==> src/rtl/sig_packer.sv <==
// sig_packer
//   Receives 3-bit symbols from the producer over a valid/ready link and packs
//   SYMS_PER_WORD consecutive symbols into one output word. The first symbol
//   received is placed in bits [SYM_W-1:0]. An in_last marker closes a partial
//   word early. Each word is presented on a registered valid/ready output, and
//   a wrapping counter records how many words have been delivered.
//
// Ports
//   clk        : rising-edge clock
//   rst        : asynchronous, active-high reset
//   in_valid   : symbol present
//   in_ready   : block accepts the symbol this cycle
//   in_sig     : symbol payload
//   in_last    : symbol closes the current word, even if it is partial
//   out_valid  : packed word present
//   out_ready  : downstream accepts the word
//   out_data   : packed word, first-received symbol in the low slot
//   out_count  : number of valid symbols in out_data (1..SYMS_PER_WORD)
//   out_last   : word was closed by in_last
//   word_cnt   : number of completed output handshakes, wraps
//
// Handshake semantics (both sides): a transfer happens on a rising edge where
// valid && ready are both high. A producer holds valid and payload stable
// until the transfer. in_ready never depends on in_valid. in_ready does depend
// combinationally on out_ready, so a held word and a new symbol can move in
// the same cycle.
module sig_packer #(
  parameter int SYM_W         = 3,
  parameter int SYMS_PER_WORD = 4,
  parameter int CNT_W         = 16,
  localparam int WORD_W       = SYM_W * SYMS_PER_WORD,
  localparam int CW           = $clog2(SYMS_PER_WORD + 1)
) (
  input  logic              clk,
  input  logic              rst,
  input  logic              in_valid,
  output logic              in_ready,
  input  logic [SYM_W-1:0]  in_sig,
  input  logic              in_last,
  output logic              out_valid,
  input  logic              out_ready,
  output logic [WORD_W-1:0] out_data,
  output logic [CW-1:0]     out_count,
  output logic              out_last,
  output logic [CNT_W-1:0]  word_cnt
);

  localparam int FW = $clog2(SYMS_PER_WORD);

  // EMPTY   : no symbols accumulated, no word held
  // FILLING : partial word accumulated, no word held
  // HOLD    : a word is presented on out_*. Input is stalled unless
  //           out_ready is high in the same cycle.
  typedef enum logic [1:0] {
    S_EMPTY   = 2'd0,
    S_FILLING = 2'd1,
    S_HOLD    = 2'd2
  } state_t;

  state_t            state, state_nxt;
  logic [FW-1:0]     fill_cnt, fill_nxt;
  logic [WORD_W-1:0] acc, acc_nxt, word_nxt;
  logic              accept, complete, out_fire;

  assign out_valid = (state == S_HOLD);
  assign in_ready  = !rst && (!out_valid || out_ready);
  assign accept    = in_valid && in_ready;
  assign out_fire  = out_valid && out_ready;
  assign complete  = accept && (in_last || (fill_cnt == FW'(SYMS_PER_WORD - 1)));

  // The accumulator is cleared after every word. Slots at or beyond fill_cnt
  // are therefore already zero. Inserting the current symbol gives a word
  // whose unused upper slots read as 0.
  always_comb begin
    word_nxt = acc;
    for (int i = 0; i < SYMS_PER_WORD; i++) begin
      if (FW'(i) == fill_cnt) begin
        word_nxt[i*SYM_W +: SYM_W] = in_sig;
      end
    end
  end

  always_comb begin
    acc_nxt   = acc;
    fill_nxt  = fill_cnt;
    state_nxt = state;
    if (accept) begin
      if (complete) begin
        acc_nxt  = '0;
        fill_nxt = '0;
      end else begin
        acc_nxt  = word_nxt;
        fill_nxt = fill_cnt + FW'(1);
      end
    end
    if (complete) begin
      // This covers the case where an output handshake and a completing
      // accept happen together: the new word replaces the old one with no
      // bubble.
      state_nxt = S_HOLD;
    end else if (out_valid && !out_ready) begin
      state_nxt = S_HOLD;
    end else if (fill_nxt == '0) begin
      state_nxt = S_EMPTY;
    end else begin
      state_nxt = S_FILLING;
    end
  end

  always_ff @(posedge clk or posedge rst) begin
    if (rst) begin
      state    <= S_EMPTY;
      fill_cnt <= '0;
      acc      <= '0;
    end else begin
      state    <= state_nxt;
      fill_cnt <= fill_nxt;
      acc      <= acc_nxt;
    end
  end

  // The output register loads only on completion. A handshake without a new
  // word just drops out_valid (via state) and leaves the payload as it was.
  always_ff @(posedge clk or posedge rst) begin
    if (rst) begin
      out_data  <= '0;
      out_count <= '0;
      out_last  <= 1'b0;
      word_cnt  <= '0;
    end else begin
      if (complete) begin
        out_data  <= word_nxt;
        out_count <= CW'(fill_cnt) + CW'(1);
        out_last  <= in_last;
      end
      if (out_fire) begin
        word_cnt <= word_cnt + CNT_W'(1);
      end
    end
  end

endmodule
==> config.mk <==
export PLATFORM = sky130hd
export DESIGN_NAME = sig_packer
export DESIGN_NICKNAME = d
export VERILOG_FILES = /design/src/rtl/sig_packer.sv
export SDC_FILE = /design/constraint.sdc
export NUM_CORES = 1
export LEC_CHECK = 0
export CAP_MARGIN = 20
export CORE_UTILIZATION = 30
export CTS_CLUSTER_SIZE = 25
export DETAILED_ROUTE_END_ITERATION = 12
export GPL_TIMING_DRIVEN = 0
export PLACE_DENSITY = 0.5
export SKIP_CTS_REPAIR_TIMING = 1
export SYNTH_ARGS = -nofsm -noshare
export SYNTH_HDL_FRONTEND = slang
export SYNTH_SLANG_ARGS = --single-unit
==> constraint.sdc <==
create_clock -name clk -period 3.6 [get_ports clk]
set_clock_uncertainty 0.15 [all_clocks]
set_input_delay 0.9 -clock clk [delete_from_list [all_inputs] [get_ports clk]]
set_output_delay 0.9 -clock clk [all_outputs]
set_load 0.02 [all_outputs]
==> metrics.txt <==
iteration count of the initial detailed-routing pass=4; Synth Area in XOR/XNOR=between 6 and 7%; Die ar.=7439 sq um; routability cong.=roughly 0.71; max cap viols=0; WHS=326.4 ps; fraction of synthesized area in multiplexers=6.698%; wire per inst=13.27 um; Yosys cell types=31; f_max=283.8 MHz; initial antenna violation count=0; Core Rows=30; Critical Path Source Type=input port; largest family of logic cells by synthesized area=simple AND/OR/NAND/NOR gates; share of cells above drive strength 1=10.48%; Top-Level Pins=42; GRT Resource Usage Total=between 10% and 20%; WS Path Type=in2out; Mean Syn Cell Area=11.83 sq um; synthesized instance count=180; first-pass GRT wire length=7.389 mm; Via density=4.535; CTS H-Tree Depth=2; Main synth FF type=dfrtp_1; GRT overflow=0; Routed Antenna Nets=0; Post-Synth Simple-Gate Area=between 10% and 20%; P&R area growth vs syn=30.38%; Core ar.=a little under 7000 sq um; Post-Route Setup TNS=0 ps; dominant cell type by area after synthesis=dfrtp_1; CTS tree=built; compound-gate portion of the synthesized area=10.05%; Worst-Margin Slew=425.9 ps; Ant. Diodes=0; Final Worst Setup Slack=between 70 and 80 ps; Slew HR=71.31%; Seq/Total Area, Yosys=56.40%; Final Cell Area=approximately 2800 sq um; via count=1474; EDFF count, synth=0; dpl cells=318; Synth top area share=56.40%; peak supply drop=roughly 0.23 mV; ys async rst share=100.0%; final worst path period need=3524 ps; Initial Utilization=31.17%; post-synthesis register bit count=48; Req. time, crit path=2550 ps; CTS Buf Count=5; placed inst area=2680 sq um; Die H=roughly 86 um; synthesis warning total=0; number of port buffers=41; worst-path fanout max=6; DP HPWL=2.979 mm; status=finished clean; Min-Delay Path Class=reg2reg; LEAKAGE=around 1.2 nW; Post-Synth Adder-Cell Area=under 10%; pre-CTS WS=68.38 ps; root buffer cell=clkbuf_8; PD cells=542.6 nW/um^2; worst skew pair latency=around 300 ps; Final Hold Violating Endpoints=0; RSZ-0062 raised after global routing=false; synth top area cells=dfrtp_1, mux2i_1, xnor2_1; CTS clk-pin slew, worst paths=90 ps; Mapped Area=2130 sq um; vias in the first global route=1456; Final Max Slew Viols=0; crit share post-route=97.89%; Clock Tree Buf Depth=2; largest net degree at the start of global routing=39; Layout Nets=242; syn_nets=roughly 190; Worst Setup End Kind=primary output; Starting DRT DRC Count=49; final setup violation count=0; clk sinks=48; chip width=roughly 86 um; Crit path arrival time=about 2500 ps; detailed-route DRC error count=0; drt total wl=4.312 mm; Non-Filler Instances=325
[critical path, stage by stage]
cell,delay (ps)
clkdlybuf4s50_1,520
nor3b_4,430
nor2_1,70
clkdlybuf4s50_1,550
[state kept, by name, summed over array words and instances, names as in the netlist]
signal / flops
word_cnt: 16
acc: 12
out_data: 12
out_count: 3
fill_cnt: 2
state: 2
out_last: 1
[power breakdown]
part / switching, mW / internal (mW)
Clock: 0.176 / 0.171
Sequential: 0.0670 / 0.630
Combinational: 0.237 / 0.225
Total: 0.480 / 1.03
[synth_stat cells (2+ instances only)]
| master | n |
|---|---|
| mux2_2 | 2 |
| mux2i_1 | 12 |
| ha_1 | 5 |
| dfrtp_1 | 48 |
| a21oi_1 | 13 |
| inv_1 | 5 |
| xor2_1 | 2 |
| nand4_1 | 5 |
| nor3_2 | 2 |
| buf_1 | 3 |
| nand3_1 | 4 |
| o21ai_0 | 5 |
| nor2_1 | 19 |
| nor2b_1 | 4 |
| nand2_1 | 10 |
| buf_2 | 4 |
| a22o_1 | 2 |
| a32o_1 | 9 |
| or2_1 | 2 |
| xnor2_1 | 13 |
[final timing paths]
path	start	end	slack, ps	cells past startpoint
worst max register to register	fill_cnt[0]$_DFF_PP0_	acc[8]$_DFFE_PP0N_	1650	5
worst max-delay path	out_ready	in_ready	80	4
min in group asynchronous	rst	out_data[9]$_DFFE_PP0P_	730	2
worst min-delay path	word_cnt[15]$_DFFE_PP0P_	word_cnt[15]$_DFFE_PP0P_	330	1
worst min register to register	word_cnt[15]$_DFFE_PP0P_	word_cnt[15]$_DFFE_PP0P_	330	1
max in group asynchronous	rst	word_cnt[8]$_DFFE_PP0P_	2080	3
[metal layers]
layer  up-vias  global-route usage (%)  routed length (um)
li1        727                       -                   -
met1       706                   18.27                2169
met2        37                   19.70                1927
met3         4                   2.762                 178
met4         0                   4.091                  36
met5         -                       0                   0
[cell type report]
type | instances | area [sq um]
fill | 701 | 4055
sequential | 48 | 1201
multi-input combinational | 119 | 870.8
timing repair buffer | 42 | 430.4
tap | 96 | 120.1
clock buffer | 7 | 96.34
buffer | 8 | 38.79
inverter | 5 | 18.77
[per-stage QoR]
step | utilization (%) | power (mW)
floorplan | - | 0.9721
global placement | 38.94 | 1.172
detailed placement | 39.23 | 1.176
CTS | 40.64 | 1.532
global route | 40.64 | 1.604
finish | 40.64 | 1.506
[cells by family after synthesis]
group,count (synthesis)
AO/OA/AOI/OAI,31
XOR/XNOR,15
adder cells (fa/ha/maj),5
buffers and inverters,13
flip-flops,48
multiplexers,14
AND/OR/NAND/NOR,54
[placed cells by master (no fill, tap or decap), types with 5 or more instances in the layout]
master | Yosys | layout
dfrtp_1 | 48 | 48
a32o_1 | 9 | 9
nand2_1 | 10 | 10
ha_1 | 5 | 5
nor2_1 | 19 | 19
clkdlybuf4s50_1 | 0 | 41
xnor2_1 | 13 | 13
a21oi_1 | 13 | 13
mux2i_1 | 12 | 12
o21ai_0 | 5 | 5
nand4_1 | 5 | 5
clkbuf_8 | 0 | 7
Power figures use the tool's default switching activity.
